<file path="src/rtl/ctr_stream_scheduler.sv">
// ctr_stream_scheduler: CTR-mode block sequencer with 2-deep keystream prefetch and ciphertext register.
// Define CTR_WRAP_GUARD_EN to reject descriptors whose counter would wrap (adds wrap_err).
module ctr_stream_scheduler #(
  parameter int CTR_WIDTH = 32,
  parameter int LEN_WIDTH = 16
) (
  input  logic                 clk,
  input  logic                 reset_n,
  input  logic                 cfg_valid,
  output logic                 cfg_ready,
  input  logic [127:0]         cfg_iv,
  input  logic [LEN_WIDTH-1:0] cfg_nblocks,
  input  logic                 pt_valid,
  output logic                 pt_ready,
  input  logic [127:0]         pt_data,
  output logic                 ct_valid,
  input  logic                 ct_ready,
  output logic [127:0]         ct_data,
  output logic                 ct_last,
  output logic                 eng_start,
  output logic [127:0]         eng_block,
  input  logic [127:0]         eng_keystream,
  input  logic                 eng_done,
  output logic                 busy,
`ifdef CTR_WRAP_GUARD_EN
  output logic                 wrap_err,
`endif
  output logic                 msg_done
);
  typedef enum logic [1:0] {IDLE, RUN, FIN} state_t;
  state_t state, state_nx;
  logic [127:0] iv, ks0, ks1;
  logic [LEN_WIDTH-1:0] nblocks, issued, consumed;
  logic [1:0] ks_count;
  logic in_flight, push, pop, cfg_hs, cfg_bad;
`ifdef CTR_WRAP_GUARD_EN
  localparam int SW = CTR_WIDTH + LEN_WIDTH + 1;
  logic [SW-1:0] wrap_sum;
  assign wrap_sum = SW'(cfg_iv[CTR_WIDTH-1:0]) + SW'(cfg_nblocks);
  assign cfg_bad = wrap_sum > (SW'(1) << CTR_WIDTH);
`else
  assign cfg_bad = 1'b0;
`endif
  assign cfg_ready = state == IDLE;
  assign busy = state != IDLE;
  assign msg_done = state == FIN;
  assign cfg_hs = cfg_valid && cfg_ready;
  assign eng_start = state == RUN && !in_flight && issued < nblocks && ks_count < 2'd2;
  // While a block is in flight, issued has already advanced; step back to keep eng_block stable.
  assign eng_block = {iv[127:CTR_WIDTH], iv[CTR_WIDTH-1:0] + CTR_WIDTH'(issued) - CTR_WIDTH'(in_flight)};
  assign push = eng_done && in_flight;
  assign pt_ready = state == RUN && ks_count != 2'd0 && (!ct_valid || ct_ready);
  assign pop = pt_valid && pt_ready;
  always_comb begin
    state_nx = state;
    if (cfg_hs && !cfg_bad) state_nx = cfg_nblocks != '0 ? RUN : FIN;
    else if (state == RUN && ct_valid && ct_ready && ct_last) state_nx = FIN;
    else if (state == FIN) state_nx = IDLE;
  end
  always_ff @(posedge clk or negedge reset_n) begin
    if (!reset_n) begin
      state <= IDLE;
      iv <= '0;
      nblocks <= '0;
      issued <= '0;
      consumed <= '0;
      in_flight <= 1'b0;
      ks0 <= '0;
      ks1 <= '0;
      ks_count <= '0;
      ct_valid <= 1'b0;
      ct_data <= '0;
      ct_last <= 1'b0;
`ifdef CTR_WRAP_GUARD_EN
      wrap_err <= 1'b0;
`endif
    end else begin
      state <= state_nx;
`ifdef CTR_WRAP_GUARD_EN
      wrap_err <= cfg_hs && cfg_bad;
`endif
      if (cfg_hs && !cfg_bad) begin
        iv <= cfg_iv;
        nblocks <= cfg_nblocks;
        issued <= '0;
        consumed <= '0;
      end
      if (eng_start) begin
        in_flight <= 1'b1;
        issued <= issued + 1'b1;
      end else if (push) in_flight <= 1'b0;
      // Head is ks0; a push lands behind whatever survives this cycle's pop.
      if (pop) ks0 <= (push && ks_count == 2'd1) ? eng_keystream : ks1;
      else if (push && ks_count == 2'd0) ks0 <= eng_keystream;
      if (push && !pop && ks_count == 2'd1) ks1 <= eng_keystream;
      ks_count <= ks_count + 2'(push) - 2'(pop);
      if (pop) begin
        ct_data <= pt_data ^ ks0;
        ct_valid <= 1'b1;
        ct_last <= consumed == nblocks - 1'b1;
        consumed <= consumed + 1'b1;
      end else if (ct_ready) ct_valid <= 1'b0;
    end
  end
endmodule
</file>
<file path="config.mk">
export PLATFORM = sky130hd
export DESIGN_NAME = ctr_stream_scheduler
export DESIGN_NICKNAME = d
export VERILOG_FILES = /design/src/rtl/ctr_stream_scheduler.sv
export SDC_FILE = /design/constraint.sdc
export NUM_CORES = 1
export LEC_CHECK = 0
export BUFFER_PORTS_ARGS = -buffer_cell sky130_fd_sc_hd__clkbuf_2
export CAP_MARGIN = 40
export CORE_AREA = 4 4 258 260
export CTS_CLUSTER_SIZE = 8
export DETAILED_ROUTE_END_ITERATION = 10
export DIE_AREA = 0 0 262 264
export PLACE_DENSITY_LB_ADDON = 0.2
export SETUP_SLACK_MARGIN = 0.5
export SLEW_MARGIN = 20
export SYNTH_ARGS = -nofsm -noshare
export SYNTH_HDL_FRONTEND = slang
export SYNTH_SLANG_ARGS = --single-unit
</file>
<file path="constraint.sdc">
create_clock -name clk -period 3.5 [get_ports clk]
set_input_delay 0.7 -clock clk [delete_from_list [all_inputs] [get_ports clk]]
set_output_delay 0.7 -clock clk [all_outputs]
set_load 0.02 [all_outputs]
</file>
# Word-level counts from Yosys, hierarchy flattened

Cells that the tools add are included.
Widths: inputs -> output; s select.

Bits of input ports: 406
Flip-flop bits (word level): 567
Output and inout port bits: 263
Word-level logic and storage cells: 70

Magnitude comparators: 2
Add/sub/neg operators: 7
Bitwise logic cells: 1
Reduce and logical (&&, ||, !) cells: 30
Muxes and demuxes: 14
Eq/ne operators: 4

Operators by type and width:

| cell                  | number |
|---|---|
| $mux 128              | 3 |
| $xor 128x128->128     | 1 |
| $mux 16               | 3 |
| $add 16x1->16 const B | 2 |
| $add 32x16->32        | 1 |
| $sub 32x1->32         | 1 |
| $eq 16x16->1          | 1 |
| $lt 16x16->1          | 1 |
| $reduce_bool 16->1    | 1 |
| $sub 16x1->16 const B | 1 |
| $logic_and 1x1->1     | 15 |
| $reduce_bool 2->1     | 7 |
| $mux 2                | 4 |
| $eq 2x1->1 const B    | 2 |
| $logic_not 2->1       | 2 |
| $mux 1                | 4 |
| $logic_not 1->1       | 3 |
| $reduce_bool 3->1     | 1 |
| $add 2x1->2           | 1 |
| $eq 2x2->1 const B    | 1 |
| $lt 2x2->1 const B    | 1 |
| $sub 2x1->2           | 1 |
| $logic_or 1x1->1      | 1 |

# Logic depth before layout (Yosys ltp)

Gate-level depths: netlist of run 1.

Depth in word-level cells: 7
Mapped depth: 12
Gate-level depth less buffers: 12

# Least setup slack after synthesis of run 1

No wires, ideal clock.

Kind: reg2out
Start point: register issued[13]
End point: output port eng_block[31]
Data arrival time: 2.797 ns
Cell stages (with the launch flop): 12
Required time: 2.800 ns
Slack: 0.003 ns
Cells stage by stage: dfrtp_1 inv_1 ha_1 inv_1 ha_1 clkbuf_1 a21oi_1 nand2_1 o31a_1 nor3_1 a211oi_1 o311ai_1

Cells in the longest elaborated chain, start to end: 2

RTL lines:

| item                   | line | RTL |
|---|---|---|
| start, declared        | 33   | `logic [LEN_WIDTH-1:0] nblocks, issued, consumed;` |
| start signal, assigned | 90   | `issued <= issued + 1'b1;` |
| $add 32x16->32         | 50   | `assign eng_block = {iv[127:CTR_WIDTH], iv[CTR_WIDTH-1:0] + CTR_WIDTH'(issued) - CTR_WIDTH'(in_flight)};` |
| $sub 32x1->32          | 50   |  |
| end, declared          | 21   | `output logic [127:0] eng_block,` |

No other way between the ends.

# Final worst setup path of run 1

Start point: register issued[0]
End point: output port eng_block[26]

The elaborated chain is that of the path after synthesis.

==> run metrics, run 1 <==
status finished with violations; violated checks negative setup slack; maximum vdd ir drop 797 uV; hold depth 3; cell taking the most area after synthesis dfrtp_1; Finished Cell Area 0.0347 mm2; Core Region 0.0641 mm2; Top FF cell, synth dfrtp_1; area grow syn2layout 28.1%; Worst Clk Skew 27.8 ps; Gate Count Post-Synth 2736; Die ar. 0.0692 mm2; Final Hold Vio Count 0; Slowest-stage cell, CP fa_2; largest net degree at the start of global routing 156; Crit path required time 2800 ps; WP data arrival 3370 ps; Yosys cell types 68; pre-CTS WS -106 ps; final max-slew violation count 0; FF-to-FF End issued[3]; TritonCTS Buffers 81; Initial DRT Pass Iterations 6; worst reg2reg path depth 13; Avg WL per Cell 20.0 um; Final WS setup -575 ps; antenna violations before repair 25; Tcrit/Tclk final 116%; Initial Util 42.2%; Final Non-Filler Cells 4231; Via density 5.15; # rows 93; min cycle time layout 4070 ps; Sink Count 567; critical path's largest stage delay 370 ps; synthesized flop and latch total 567; Worst Hold Path EP iv[56]; IO Pins 669; HP Start cfg_iv[56]; top cells by area, synth dfrtp_1, nand2_1, mux2_2; total placed cells including tap cells 4094; ratio of cells with drive above 1 in the final layout 33.6%; fin nets 3830; fmax 245 MHz; vias 21800; Startpoint Class flop; actual slew at the worst max-slew pin 774 ps; slew margin rel. 48.4%; placed instance area 0.0313 mm2; first-pass GRT wire length 130000 um; crit-path cells inv_1, ha_1, inv_2, ha_4, fa_2, a21oi_4, o211ai_1, a211o_1, a21oi_4, o221ai_2, xor2_2, clkbuf_8; CTS max path bufs 3; CP Capture Type output pin; mapped cell area 0.0271 mm2; Async S/R FF share, synth 100%; TritonCTS clock tree yes; clk_lat worst skew 630 ps; PD cells 1200 mW/mm2; unrepaired setup endpoints after global routing true; HPWL after detailed placement 63300 um; CTS root buf clkbuf_16; Die Span X 262 um; Detail Route Antenna Nets 0; Syn Nets 3211; CTS clk-pin slew, worst paths 50 ps; drc violations 0; H-tree levels 3; Fillers 5803; Crit path top cell by count a21oi_4; total grt overflow 0; 1st-iter DRT viols 1369; share of the synthesized area in the top cell type 52.4%; Synth Warn # 0; number of synthesized flops with an enable pin 0; Crit Path Category flop to output pin; Critical Path Fanout Max 3; DRT Wirelength 84800 um; Setup violations, final 25; Static Leak 17.2 nW; Die Y 264 um; sequential-to-total area share from yosys stat 52.4%; Core Util, Final 54.1%; setup slack, reg-to-reg 820 ps; Port Buf Inserts 668; number of global-route vias before repair 22400; Overall Global Routing Usage 23.9%; reg2reg start issued[4]; routability cong. 0.874; hold crit path type input port to flop; Synth Area per Inst 9.90 um2; Max-Cap Viols 0
power breakdown:
part	leakage, nW	internal (mW)	total, mW	switching (mW)
clock network	1.08	4.18	7.06	2.88
logic	9.24	9.91	22.5	12.6
registers	6.86	9.72	11.9	2.17
synthesized netlist by cell type, types with 68 or more instances:
cell type,n
ha_1,68
xnor2_1,160
inv_1,114
o21ai_0,148
nor2_1,167
clkbuf_1,107
buf_4,96
nand2_1,567
mux2i_1,84
a21oi_1,174
dfrtp_1,567
mux2_2,129
worst max path at each step:
stage,startpoint,endpoint,slack (ps),depth (start not counted)
after floorplan,issued[2],eng_block[25],300,11
after global placement,issued[0],eng_block[30],-80,13
after detailed placement,in_flight,eng_block[30],-110,12
after CTS,issued[0],eng_block[30],-650,13
after global routing,issued[0],eng_block[17],-680,15
final,issued[0],eng_block[26],-570,12
flip-flops by register name (all words and copies together), names as in the netlist, 2 cells and up:
register  flops
consumed     16
ct_data     128
issued       16
iv          128
ks0         128
ks1         128
ks_count      2
nblocks      16
state         2
critical path: cells and delay by family, from the launching register on:
| kind | cells | cell delay [ps] |
|---|---|---|
| buf+inv | 3 | 300 |
| compound gates | 5 | 1060 |
| xor+xnor | 1 | 250 |
| fa+ha+maj | 3 | 800 |
| flops | 1 | 350 |
routing by layer:
metal / GRT usage (%) / part of all wire (%) / up-vias
li1: - / - / 10300
met1: 30.1 / 41 / 10700
met2: 40.3 / 49 / 669
met3: 6.37 / 7.4 / 162
met4: 7.51 / 2.9 / 24
met5: 0 / 0.20 / -
cell type report:
class	count	area [um2]	area share [%]
sequential	567	14200	40.9
multi-input combinational	1822	12100	35.0
timing repair buffer	767	4580	13.2
clock buffer	84	2070	5.97
tap	855	1070	3.08
inverter	116	455	1.31
clock inverter	7	154	0.444
antenna	13	32.5	0.0938
logic make-up after synthesis:
kind of cell / Yosys count / synth area share [%]
adders and majority gates: 69 / 3.21
and+or+nand+nor: 868 / 13.3
muxes: 213 / 8.47
DFF: 567 / 52.4
AOI/OAI and AO/OA: 491 / 10.5
buffers and inverters: 347 / 6.26
xor gates and xnor gates: 181 / 5.85
placed cells by master, fill, tap and decap left out, types with 13 or more instances in the layout:
cell | netlist | routed
a21o_1 | 19 | 18
a21oi_1 | 174 | 154
a22oi_1 | 45 | 45
and3_1 | 15 | 15
buf_12 | 0 | 17
buf_4 | 96 | 76
buf_6 | 0 | 17
clkbuf_16 | 0 | 82
clkbuf_2 | 0 | 636
clkbuf_8 | 0 | 16
dfrtp_1 | 567 | 562
diode_2 | 0 | 13
ha_1 | 68 | 46
ha_4 | 0 | 20
inv_1 | 114 | 97
inv_2 | 2 | 14
mux2_2 | 129 | 129
mux2i_1 | 84 | 84
nand2_1 | 567 | 561
nand3_1 | 37 | 33
nand4_1 | 14 | 14
nor2_1 | 167 | 163
nor3_1 | 16 | 13
nor4_1 | 14 | 14
o21ai_0 | 148 | 141
o21ai_1 | 31 | 31
xnor2_1 | 160 | 145
xnor2_2 | 0 | 13
xor2_1 | 21 | 15
through the flow:
stage / setup TNS, ps / hold slack [ps] / power, mW
floorplan: 0 / 404 / 25.1
CTS: -11110 / 238 / 40.8
detailed placement: -231 / 461 / 31.0
global route: -13550 / 251 / 44.3
global placement: -144 / 456 / 30.5
finish: -10180 / 287 / 41.5
repair_timing:
action	in CTS	in global routing
pin swaps	45	37
endpoints found under the hold margin	8	0
buffers inserted	22	10
endpoints found under the setup margin	31	31
gates cloned	0	0
gates resized for setup	140	68
hold buffers	1	0
(Power assumes the default switching activity.)
==> inputs of run 2 (changes only) <==
--- a/config.mk
+++ b/config.mk
@@ -7,10 +7,10 @@
 export LEC_CHECK = 0
 export BUFFER_PORTS_ARGS = -buffer_cell sky130_fd_sc_hd__clkbuf_2
 export CAP_MARGIN = 40
-export CORE_AREA = 4 4 258 260
+export CORE_AREA = 4 4 256 258
 export CTS_CLUSTER_SIZE = 8
 export DETAILED_ROUTE_END_ITERATION = 10
-export DIE_AREA = 0 0 262 264
+export DIE_AREA = 0 0 260 262
 export PLACE_DENSITY_LB_ADDON = 0.2
 export SETUP_SLACK_MARGIN = 0.5
 export SLEW_MARGIN = 20
==> constraint.sdc (replaced) <==
create_clock -name clk -period 5.3 [get_ports clk]
set_input_delay 1.06 -clock clk [delete_from_list [all_inputs] [get_ports clk]]
set_output_delay 1.06 -clock clk [all_outputs]
set_load 0.02 [all_outputs]
==> run 2 against run 1 <==
First-iteration DRC count down 3.8%; cell count down 1.7%; power down 41%; worst hold slack better by 180 ps; sequential share of layout area up 2.1 points; highest routed layer unchanged; the run now ends clean; global-route usage down 0.32 points; clock power down 34%; sequential power down 34%; cell area down 4.8%.
==> run metrics, run 2 (synthesized netlist as in run 1, its figures left out) <==
cell-internal power 13.7 mW (-42%); Die Y 262 um (-0.76%); Detail Route Antenna Nets 0 (unchanged); first-pass GRT wire length 126000 um (-3.2%); actual slew at the worst max-slew pin 1010 ps (+236 ps); commonest non-fill, non-tap cell in the layout clkbuf_2; Initial Util 43.0% (+0.77 points); Sink Count 567 (unchanged); WL met1 32700 um (-6.0%); Core Region 0.0630 mm2 (-1.8%); TritonCTS clock tree yes; Slowest-stage cell, CP a2111oi_4; family with the most delay on the worst path compound AO/OA/AOI/OAI gates; antenna violations before repair 29 (+16%); Fin Hold WS 468 ps (+181 ps); min cycle time layout 4640 ps; fin nets 3763 (-1.7%); IO Pins 669 (unchanged); status finished, final reports clean; Final Hold Vio Count 0 (unchanged); CP Capture Type output pin; Static Leak 16.6 nW (-3.6%); Crit path top cell by count inv_1; Max-Cap Viols 0 (unchanged); Sw Ratio 44.0% (+1.4 points); hold_buf cts 0 (-1); Critical Path Fanout Max 6 (+3); hold crit path type flop to flop; unrepaired setup endpoints after global routing true; final max-slew violation count 0 (unchanged); CTS max path bufs 3 (unchanged); HPWL after detailed placement 61700 um (-2.5%); Port Buf Inserts 668 (unchanged); Buf+Inv Stages, Crit Path 4 (+1); total grt overflow 0 (unchanged); met2 WL 40600 um (-1.5%); crit-path cells inv_1, ha_1, inv_1, ha_2, nand3_2, a2111oi_4, nor2_1, a22oi_2, buf_4, a221oi_4, o31ai_1, xnor2_1, clkbuf_2; Worst Clk Skew 26.3 ps (-1.56 ps); Overall Global Routing Usage 23.6% (-0.32 points); critical path's largest stage delay 460 ps (+90 ps); H-tree levels 3 (unchanged); vias 21400 (-1.8%); 1st-iter DRT viols 1317 (-3.8%); Crit path required time 4240 ps (+1440 ps); CTS clk-pin slew, worst paths 50 ps (about the same); Setup violations, final 0 (-100%); sequential share of power 32.1% (+3.5 points); pre-CTS WS 1050 ps (+1160 ps); met3 WL 6960 um (+11%); commonest cells after routing, fill and taps aside clkbuf_2, nand2_1, dfrtp_1; ratio of cells with drive above 1 in the final layout 28.9% (-4.7 points); Startpoint Class flop; TritonCTS Buffers 81 (unchanged); slew margin rel. 32.6% (-16 points); Die Span X 260 um (-0.76%); combinational power share 48.8% (-5.5 points); clock share of power 19.1% (+2.1 points); drc violations 0 (unchanged); Avg WL per Cell 19.9 um (-0.52%); Setup TNS 0 ps (+10180 ps); DRT Wirelength 82900 um (-2.2%); Via density 5.14 (-0.12%); area grow syn2layout 21.9%; Final WS setup 656 ps (+1230 ps); routability cong. 0.903 (+3.3%); CTS root buf clkbuf_16; Top Layer Used met5; Initial DRT Pass Iterations 5 (-1); number of global-route vias before repair 22200 (-1.1%); Crit Path Category flop to output pin; maximum vdd ir drop 431 uV (-46%); largest net degree at the start of global routing 193 (+24%); Core Util, Final 52.4% (-1.7 points); WP data arrival 3580 ps (+210 ps); Tcrit/Tclk final 87.6%; PD cells 741 mW/mm2 (-38%); Die ar. 0.0681 mm2 (-1.5%); clk_lat worst skew 600 ps (-30 ps); Switch Pwr 10.8 mW (-39%); # rows 92 (-1.1%); Fillers 5764 (-0.67%); fmax 215 MHz
## run 2: power by group through the flow
stage | logic (mW) | registers, mW | clock network (mW)
after floorplan | 8.04 | 8.02 | 0
after global placement | 11.5 | 7.81 | 0
after detailed placement | 11.8 | 7.89 | 0
after CTS | 11.9 | 7.86 | 4.80
after global routing | 13.1 | 8.09 | 4.99
final | 11.9 | 7.86 | 4.66
## run 2: cell type report
cell class | instances | area [um2] | share of cell area (%)
flip-flops and latches | 567 | 14200 | 43.0
multi-input cells | 1822 | 11300 | 34.3
repair buffers | 700 | 3730 | 11.3
clock buffers | 85 | 2090 | 6.34
well taps | 846 | 1060 | 3.21
inverters | 116 | 443 | 1.34
clock inverters | 6 | 128 | 0.387
diodes | 17 | 42.5 | 0.129
## run 2: what timing repair did
item                                    4_1_cts  5_1_grt
resized for setup                             5       11
buffers inserted                              0        4
pin swaps                                     0        4
endpoints found under the setup margin        6       12
gates cloned                                  0        0
## run 2: tightest hold or removal path: stages, from the launching register on
cell and delay, ps:
dfrtp_1 340, a22oi_1 70, nand2_1 60
## run 2: metrics by stage
stage / power (mW) / instances / cell area [um2]
floorplan: 16.1 / 2736 / 27100
global route: 26.2 / 4152 / 33000
CTS: 24.5 / 4137 / 32900
finish: 24.5 / 4159 / 33000
detailed placement: 19.7 / 4046 / 30600
global placement: 19.4 / 4045 / 30600
## run 2: worst paths after layout
check	startpoint	to	slack, ps	depth (start not counted)
max in group asynchronous	reset_n	ct_data[115]	3550	2
max	issued[2]	eng_block[25]	660	13
min	ks1[66]	ks0[66]	470	2
min in group asynchronous	reset_n	ct_data[31]	580	1
max reg2reg	state[1]	ks1[101]	1960	7
min reg2reg	ks1[66]	ks0[66]	470	2
## run 2: layer usage
metal  global-route usage, %  vias to the layer above
li1                        -                    10100
met3                    7.64                      169
met5                       0                        -
met2                    39.6                      685
met4                    9.05                       24
met1                    28.4                    10400
